--- src/rtl/rglib_unrotate.sv ---
// rglib_unrotate: pipelined right-rotator that undoes the forward rotate unit.
// Stage k rotates right by (2**k) mod DATA_WIDTH when bit k of the amount is set.
// Valid/ready handshake on both sides; stalled stages hold, bubbles collapse.
module rglib_unrotate #(
  parameter int unsigned DATA_WIDTH       = 32,
  parameter int unsigned ROTATE_STAGE_NUM = 5
) (
  input  logic                        clk,
  input  logic                        kill_n,
  input  logic                        in_valid,
  output logic                        in_ready,
  input  logic [DATA_WIDTH-1:0]       in,
  input  logic [ROTATE_STAGE_NUM-1:0] rotate_val,
  output logic                        out_valid,
  input  logic                        out_ready,
  output logic [DATA_WIDTH-1:0]       out
);

  localparam int unsigned W = DATA_WIDTH;
  localparam int unsigned N = ROTATE_STAGE_NUM;

  if (DATA_WIDTH < 2) begin : g_bad_width
    $error("rglib_unrotate: DATA_WIDTH must be >= 2");
  end
  if (ROTATE_STAGE_NUM < 1) begin : g_bad_stages
    $error("rglib_unrotate: ROTATE_STAGE_NUM must be >= 1");
  end

  // Per-stage registers; amount is shifted down one bit per stage so that
  // stage k always inspects bit 0 of what it receives.
  logic [N-1:0]         valid_q, valid_d;
  logic [N-1:0][W-1:0]  data_q,  data_d;
  logic [N-1:0][N-1:0]  amt_q,   amt_d;
  logic [N-1:0]         adv;
  logic                 amt_unused;

  // Last stage's remaining amount is always consumed; nothing reads it.
  assign amt_unused = ^amt_q[N-1];

  function automatic logic [W-1:0] rotr(input logic [W-1:0] d, input int unsigned s);
    logic [2*W-1:0] dd;
    dd = {d, d} >> s;
    return dd[W-1:0];
  endfunction

  // Stage advance: closed form of adv_k = ~valid_k | adv_{k+1}, i.e. a stage
  // stalls only when it and every stage after it are full and out_ready is low.
  always_comb begin
    logic full;
    adv = '0;
    for (int unsigned k = 0; k < N; k++) begin
      full = 1'b1;
      for (int unsigned j = k; j < N; j++) begin
        full = full & valid_q[j];
      end
      adv[k] = out_ready | ~full;
    end
  end

  assign in_ready  = adv[0];
  assign out_valid = valid_q[N-1];
  assign out       = data_q[N-1];

  // Next-state: each advancing stage loads from its predecessor and applies its rotate bit.
  always_comb begin
    int unsigned    step;
    logic           src_v;
    logic [W-1:0]   src_d;
    logic [N-1:0]   src_a;
    valid_d = valid_q;
    data_d  = data_q;
    amt_d   = amt_q;
    step    = 1 % W;
    for (int unsigned k = 0; k < N; k++) begin
      if (k == 0) begin
        src_v = in_valid & adv[0];
        src_d = in;
        src_a = rotate_val;
      end else begin
        src_v = valid_q[k-1];
        src_d = data_q[k-1];
        src_a = amt_q[k-1];
      end
      if (adv[k]) begin
        valid_d[k] = src_v;
        data_d[k]  = src_a[0] ? rotr(src_d, step) : src_d;
        amt_d[k]   = src_a >> 1;
      end
      step = (step * 2) % W;
    end
  end

  // Stage registers; kill_n clears everything asynchronously.
  always_ff @(posedge clk or negedge kill_n) begin
    if (!kill_n) begin
      valid_q <= '0;
      data_q  <= '0;
      amt_q   <= '0;
    end else begin
      valid_q <= valid_d;
      data_q  <= data_d;
      amt_q   <= amt_d;
    end
  end

endmodule

--- config.mk ---
export PLATFORM = sky130hd
export DESIGN_NAME = rglib_unrotate
export DESIGN_NICKNAME = d
export VERILOG_FILES = /design/src/rtl/rglib_unrotate.sv
export SDC_FILE = /design/constraint.sdc
export NUM_CORES = 1
export LEC_CHECK = 0
export CORE_MARGIN = 1
export CORE_UTILIZATION = 40
export DETAILED_ROUTE_END_ITERATION = 12
export PLACE_DENSITY = 0.66
export SYNTH_ARGS = -nofsm -noshare
export SYNTH_HDL_FRONTEND = slang
export SYNTH_SLANG_ARGS = --single-unit
--- constraint.sdc ---
create_clock -name clk -period 1.7 [get_ports clk]
set_clock_uncertainty 0.2 [all_clocks]
set_input_delay 0.34 -clock clk [delete_from_list [all_inputs] [get_ports clk]]
set_output_delay 0.34 -clock clk [all_outputs]
set_load 0.03 [all_outputs]
======== Word-level counts from Yosys, hierarchy flattened ========
Index checks and enable logic that the tools add are counted.
storage, ports and cells
  register bits ........................... 175
  bits in latches ......................... 0
  RAM bits ................................ 0
  memory bits (read-only) ................. 0
  bits of input ports ..................... 41
  output and inout bits ................... 34
  logic and storage cells ................. 40
  memories ................................ 0
cells by class
  $add $sub $neg .......................... 0
  $mul .................................... 0
  div/mod/pow operators ................... 0
  order comparisons ....................... 0
  eq/ne operators ......................... 0
  shift-type cells ........................ 0
  muxes and demuxes ....................... 5
  bitwise operators ....................... 21
  reduce and logical (&&, ||, !) cells .... 0
operators by type and width
  kind               count
  2-to-1 mux 32 bit  5
  bitwise AND 1 bit  11
  NOT 1 bit          5
  bitwise OR 1 bit   5

======== Longest topological paths before layout ========
Gate-level depths: netlist (run 1).
  word-level depth ........................ 7
  depth in mapped cells ................... 6
  depth with buffers taken out ............ 3

======== Worst setup path before layout (run 1) ========
OpenSTA, ideal clock, no wires.
  path type ............................... reg-to-reg
  from .................................... register valid_q[4]
  to ...................................... register data_q[23] in the netlist's numbering
  library setup time ...................... 0.125 ns
  arrival ................................. 1.603 ns
  required time ........................... 1.375 ns
  slack ................................... -0.228 ns
  cell stages (with the launch flop) ...... 7
  buffers on the path ..................... 3
  clock period less this slack ............ 1.928 ns
  cells stage by stage .................... dfrtp_1 -> and4b_1 -> buf_4 -> nand3_2 -> buf_6 -> buf_6 -> mux2_4
between the ends
  longest elaborated chain between the ends .. 3
ends and longest elaborated chain
  element                 RTL line  RTL
  start, declared         31        logic [N-1:0] valid_q, valid_d;
  start signal, assigned  100       valid_q <= valid_d;
  bitwise AND 1 bit       54        full = full & valid_q[j];
  NOT 1 bit               56        adv[k] = out_ready | ~full;
  bitwise OR 1 bit        56
  net in_ready            11        output logic in_ready,
  end signal, assigned    101       data_q <= data_d;
  end, declared           32        logic [N-1:0][W-1:0] data_q, data_d;
The timed path passes the listed nets, and every way through them passes these cells.
A chain may end at the register's enable or synchronous reset.

======== Worst setup path after layout (run 1) ========
  from .................................... register valid_q[4]
  to ...................................... output port in_ready
between the ends
  longest elaborated chain between the ends .. 3
ends and longest elaborated chain
  element            RTL line
  bitwise AND 1 bit  54
  NOT 1 bit          56
  bitwise OR 1 bit   56
  end, declared      11
No other way between the ends.

==> results.sh, run 1 <==
export IMPL_drv_slew=0
export IMPL_clock_latency_ns=0.42
export IMPL_power_density_mw_per_mm2=1510
export IMPL_layout_commonest_cell="dfrtp_1"
export IMPL_seq_power_share_pct=42.8
export IMPL_power_frac_comb_pct=29.8
export IMPL_ys_seq_elements=175
export IMPL_layout_drive_gt1_share_pct=23.1
export IMPL_utilization_pct=49.6
export IMPL_drt_iter0_drc=281
export IMPL_top_usage_layer="met1"
export IMPL_gr_usage_met2_pct=22.0
export IMPL_r2r_start="valid_q[4]$_DFFE_PN0P_"
export IMPL_viasPerCell=4.85
export IMPL_syn_inst=737
export IMPL_cpMaxStageDelayCell="dfrtp_2"
export IMPL_antenna_found_initial=0
export IMPL_final_cell_mix="dfrtp_1, mux2i_1, o21ai_0"
export IMPL_grt_pass1_vias=4978
export IMPL_min_period_ns=1.94
export IMPL_slowest_delay_ns=0.36
export IMPL_internal_power_mw=10.0
export IMPL_rsz0062_at_grt="true"
export IMPL_clockPowerShare_pct=27.3
export IMPL_post_route_drc_count=0
export IMPL_drv_cap=0
export IMPL_ys_seq_area_share_pct=52.7
export IMPL_path_cells="and4b_2 -> nand3_4 -> buf_6 -> buf_6"
export IMPL_max_freq_mhz=515
export IMPL_p_sw_mw=5.15
export IMPL_cp_end_kind="primary output"
export IMPL_synth_area_leader_cell="dfrtp_1"
export IMPL_initial_core_util_pct=40.9
export IMPL_cts_buffer_depth=2
export IMPL_maxSlewHeadroom_pct=74.0
export IMPL_grt_util_met1_pct=22.9
export IMPL_finalSetupViolations=32
export IMPL_synth_area_top_cells="dfrtp_1, mux2i_1, mux2_2, o21ai_0, mux2_4"
export IMPL_port_buffers=74
export IMPL_r2r_cells=6
export IMPL_design_area_mm2=0.0101
export IMPL_path_clk_slew_ns=0.07
export IMPL_chipHeight_um=146
export IMPL_violations="negative setup slack"
export IMPL_hold_viol=0
export IMPL_wirelength_um=15700
export IMPL_cp_arrival_ns=1.40
export IMPL_placement_cell_area_mm2=0.00927
export IMPL_numCtsBuffers=17
export IMPL_ir_drop_mv=0.640
export IMPL_swShare_pct=33.9
export IMPL_synth_avg_cell_area_um2=11.3
export IMPL_fin_ws_ns=-0.241
export IMPL_crit_required_ns=1.16
export IMPL_yosysTopAreaCellShare_pct=52.7
export IMPL_gp_congestion=0.734
export IMPL_dieWidth_um=146
export IMPL_cts_tree="yes"
export IMPL_power_mw=15.2
export IMPL_ys_warn_count=0
export IMPL_cp_start_kind="flip-flop"
export IMPL_wl_per_cell_um=14.8
export IMPL_grt_overflow_total=0
export IMPL_num_vias=5151
export IMPL_reg2reg_setup_slack_ns=-0.10
export IMPL_final_antenna_net_count=0
export IMPL_critPathKind="reg -> out"
export IMPL_p_leak_nw=4.48
export IMPL_core_mm2=0.0203
export IMPL_period_share_pct=114
export IMPL_io_pins=75
export IMPL_grt_max_degree=65
export IMPL_diodes=0
export IMPL_nets=819
export IMPL_dp_hpwl_um=10900
export IMPL_hp_class="in -> async"
export IMPL_clockRootBuffer="clkbuf_16"
export IMPL_dr_pass1_iters=4
export IMPL_worstPathMaxFanout=2
export IMPL_htreeDepth=4
export IMPL_syn2layout_area_growth_pct=21.2
export IMPL_tightestPinTransition_ns=0.390
export IMPL_rows=52
export IMPL_met3_usage_pct=3.47
export IMPL_crit_top_cell="buf_6"
export IMPL_synth_nets=778
export IMPL_r2r_end="data_q[17]$_DFFE_PN0P_"
export IMPL_cts_sinks=175
export IMPL_syn_area_mm2=0.00831
export IMPL_ys_types=23
export IMPL_grt_use_total_pct=15.3
export IMPL_grt_pass1_wl_um=26100
export IMPL_die_area_mm2=0.0214
export IMPL_status="finished with violations"
-- state kept, by name (all words and copies together), names as in the netlist --
name and cells:
valid_q 5, data_q 128, amt_q 10, out 32
-- power by group through the flow --
stage	clock [mW]	sequential [mW]	combinational, mW
finish	4.15	6.51	4.53
detailed placement	0	6.60	4.65
floorplan	0	6.23	3.71
global route	4.43	6.71	4.97
global placement	0	6.53	4.58
CTS	4.24	6.53	4.56
-- synth_stat cells (all sizes together) --
cell,n
clkbuf,30
nand4b,1
nand2b,3
buf,59
or2,2
nand3,33
o21ai,96
nor2b,1
a21oi,32
and4b,1
nor2,32
nand3b,1
and2,1
mux2,72
mux2i,128
dfrtp,175
nand2,70
-- worst max path at each step --
stage / startpoint / endpoint / slack [ns] / depth (start not counted)
4_1_cts: valid_q[4]$_DFFE_PN0P_ / in_ready / -0.27 / 4
3_5_place_dp: out_ready / data_q[45]$_DFFE_PN0P_ / -0.46 / 5
6_report: valid_q[4]$_DFFE_PN0P_ / in_ready / -0.24 / 4
2_1_floorplan: valid_q[4]$_DFFE_PN0P_ / data_q[23]$_DFFE_PN0P_ / -0.08 / 6
5_1_grt: valid_q[4]$_DFFE_PN0P_ / in_ready / -0.30 / 4
3_3_place_gp: out_ready / in_ready / -0.45 / 5
-- per-layer routing --
layer	vias to the layer above	wire [µm]
li1	2622	-
met1	2421	8110
met2	100	6960
met3	8	490
met4	0	126
met5	-	0
-- metrics by stage --
stage	setup WS, ns	setup TNS [ns]	hold slack, ns	instances
floorplan	-0.0848	-1.78	-0.156	737
global placement	-0.455	-45.91	0.0806	1020
detailed placement	-0.463	-46.38	0.0858	1020
CTS	-0.274	-1.35	0.210	1056
global route	-0.297	-3.87	0.215	1061
finish	-0.241	-2.41	0.202	1061
-- repair_timing --
item,in CTS,in global routing
resized for setup,95,30
cloned,0,4
hold buffers,1,0
buffers inserted,3,1
setup endpoints to repair,55,73
endpoints found under the hold margin,162,0
-- layout make-up --
type / count / area [µm²]
Fill cell: 1892 / 10200
Sequential cell: 175 / 4380
Multi-Input combinational cell: 473 / 3440
Timing Repair Buffer: 111 / 1280
Clock buffer: 17 / 425
Tap cell: 270 / 338
Clock inverter: 15 / 206
-- critical path: cells and delay by family (launching register included) --
| kind | cells | cell delay (ns) |
|---|---|---|
| buf+inv | 2 | 0.26 |
| simple gates | 2 | 0.36 |
| flops | 1 | 0.36 |
-- kinds of logic after synthesis --
family / Yosys count / synth area share (%)
compound gates: 128 / 7.71
buf+inv: 89 / 6.11
flops: 175 / 52.7
mux: 200 / 26.0
simple gates: 145 / 7.50
(Power assumes the default switching activity.)
==> run 2: changes to the inputs <==
Settings changed: ABC_AREA set to 1.
==> results.sh, run 2 <==
export IMPL_crit_required_ns=1.16
export IMPL_ys_async_sr_fraction_pct=100
export IMPL_synth_edf_count=0
export IMPL_ys_seq_elements=175
export IMPL_yosysTopAreaCellShare_pct=50.5
export IMPL_port_buffers=74
export IMPL_drv_slew=0
export IMPL_design_area_mm2=0.0102
export IMPL_diodes=0
export IMPL_drv_cap=0
export IMPL_power_density_mw_per_mm2=1480
export IMPL_synth_simple_area_share_pct=21.3
export IMPL_syn_inst=1110
export IMPL_clock_latency_ns=0.42
export IMPL_reg2reg_setup_slack_ns=0.08
export IMPL_period_share_pct=115
export IMPL_grt_max_degree=66
export IMPL_tightestPinTransition_ns=0.413
export IMPL_wirelength_um=17100
export IMPL_muxShareOfSynthArea_pct=0
export IMPL_cp_end_kind="primary output"
export IMPL_finalSetupViolations=1
export IMPL_core_mm2=0.0212
export IMPL_p_leak_nw=4.87
export IMPL_ys_seq_area_share_pct=50.5
export IMPL_rows=53
export IMPL_ys_types=19
export IMPL_largest_reg_flops=128
export IMPL_initial_core_util_pct=41.0
export IMPL_dieWidth_um=149
export IMPL_register_area_mm2=0.00438
export IMPL_critPathKind="reg -> out"
export IMPL_numCtsBuffers=17
export IMPL_grt_overflow_total=0
export IMPL_layout_drive_gt1_share_pct=9.47
export IMPL_power_mw=15.1
export IMPL_gp_congestion=0.799
export IMPL_worstPathMaxFanout=2
export IMPL_synth_top_family_by_area="simple AND/OR/NAND/NOR gates"
export IMPL_viasPerCell=4.75
export IMPL_final_antenna_net_count=0
export IMPL_dp_cells=1379
export IMPL_maxSlewHeadroom_pct=72.5
export IMPL_cts_tree="yes"
export IMPL_synth_area_top_cells="dfrtp_1, nand2_1, o21ai_0, inv_1, buf_4"
export IMPL_multi_input_area_mm2=0.00330
export IMPL_synthXorXnorAreaFrac_pct=0
export IMPL_synth_most_common_cell="nand2_1"
export IMPL_placement_cell_area_mm2=0.00957
export IMPL_rsz0062_at_grt="true"
export IMPL_instances_no_fill=1415
export IMPL_slowest_delay_ns=0.37
export IMPL_syn_area_mm2=0.00867
export IMPL_drt_iter0_drc=461
export IMPL_fin_ws_ns=-0.262
export IMPL_cts_sinks=175
export IMPL_max_freq_mhz=510
export IMPL_min_period_ns=1.96
export IMPL_die_area_mm2=0.0223
export IMPL_clockRootBuffer="clkbuf_16"
export IMPL_path_clk_slew_ns=0.06
export IMPL_cp_arrival_ns=1.42
export IMPL_top_register="data_q"
export IMPL_grt_use_total_pct=16.6
export IMPL_hp_class="in -> async"
export IMPL_synth_nets=1151
export IMPL_cpMaxStageDelayCell="dfrtp_1"
export IMPL_syn2layout_area_growth_pct=17.6
export IMPL_nets=1168
export IMPL_ys_flop_type="dfrtp_1"
export IMPL_synth_fa_ha_area_share_pct=0
export IMPL_synth_cells_most_frequent="nand2_1, dfrtp_1, o21ai_0, inv_1"
export IMPL_synth_area_leader_cell="dfrtp_1"
export IMPL_post_route_drc_count=0
export IMPL_antenna_found_initial=0
export IMPL_synth_avg_cell_area_um2=7.81
export IMPL_synth_compound_area_share_pct=16.6
export IMPL_path_cells="nand2_2 -> nor2_4 -> nand4_1 -> buf_6"
export IMPL_io_pins=75
export IMPL_status="finished with violations"
export IMPL_layout_commonest_cell="nand2_1"
export IMPL_cp_start_kind="flip-flop"
export IMPL_grt_pass1_vias=6047
export IMPL_n_fill_cell=2082
export IMPL_cts_buffer_depth=2
export IMPL_final_cell_mix="nand2_1, dfrtp_1, o21ai_0"
export IMPL_hold_ws_ns=0.169
export IMPL_ys_warn_count=0
export IMPL_violations="negative setup slack"
export IMPL_grt_pass1_wl_um=29300
export IMPL_ir_drop_mv=0.609
export IMPL_hold_viol=0
export IMPL_wl_per_cell_um=12.1
export IMPL_dr_pass1_iters=6
export IMPL_htreeDepth=4
export IMPL_num_vias=6717
export IMPL_dp_hpwl_um=12300
export IMPL_chipHeight_um=149
[run 2: cell types whose count changed in the layout (fill, tap and decap cells not counted), sizes merged, moves of 8 or more]
cell    delta
nand4     +37
inv      +105
o211ai    +32
nor2      +11
o21a      +32
mux2      -72
a21oi      +8
mux2i    -128
o21ai     +56
nand3     -32
nand2    +308
[run 2: cells by family (layout without fill, tap and decap cells)]
group | count (synthesis) | in the layout
AO/OA/AOI/OAI | 256 | 256
AND/OR/NAND/NOR | 460 | 460
buffers and inverters | 219 | 249
flip-flops | 175 | 175
[run 2: final cells by class]
type                    count  area share [%]
well taps                 275            3.37
clock buffers              21            4.42
inverters                 110            4.05
flip-flops and latches    175            43.0
multi-input cells         716            32.4
repair buffers            107            11.2
clock inverters            11            1.61
[run 2: what timing repair did]
action                                 4_1_cts  5_1_grt
endpoints found under the hold margin      175        0
resized for setup                           90       20
setup buffers                                2        1
setup endpoints to repair                   34       30
pin swaps                                    0        1
hold buffers                                 1        0
[run 2: path summary, 6_finish.rpt]
path	cells past startpoint	to	start
min reg2reg	2	data_q[32]$_DFFE_PN0P_	data_q[32]$_DFFE_PN0P_
max reg2reg	8	data_q[46]$_DFFE_PN0P_	valid_q[3]$_DFFE_PN0P_
min	2	data_q[127]$_DFFE_PN0P_	kill_n
max	4	in_ready	valid_q[4]$_DFFE_PN0P_
min in group clk	5	data_q[23]$_DFFE_PN0P_	rotate_val[0]
max in group asynchronous	3	data_q[64]$_DFFE_PN0P_	kill_n
[run 2: critical path: cells and delay by family, from the launching register on]
kind | cells | cell delay, ns
buf+inv | 1 | 0.23
flops | 1 | 0.37
simple gates | 3 | 0.40
[run 2: stage by stage]
step | setup TNS [ns] | worst slack, ns | utilization (%)
2_1_floorplan | 0 | 0.0274 | -
6_report | -0.262 | -0.262 | 48.2
3_5_place_dp | -43.22 | -0.372 | 45.2
3_3_place_gp | -40.45 | -0.373 | 45.2
4_1_cts | -0.372 | -0.275 | 48.4
5_1_grt | -0.551 | -0.333 | 48.2
[run 2: where the power goes]
| group | leakage (nW) | switching [mW] | internal (mW) |
|---|---|---|---|
| Combinational | 2.48 | 2.96 | 1.80 |
| Sequential | 2.10 | 0.827 | 5.48 |
| Clock | 0.297 | 1.56 | 2.49 |
[run 2: per-layer routing]
layer	share of wire, %	GRT usage [%]
met1	50	23.2
met2	45	25.9
met3	3.1	3.18
met4	1.0	5.20
met5	0	0
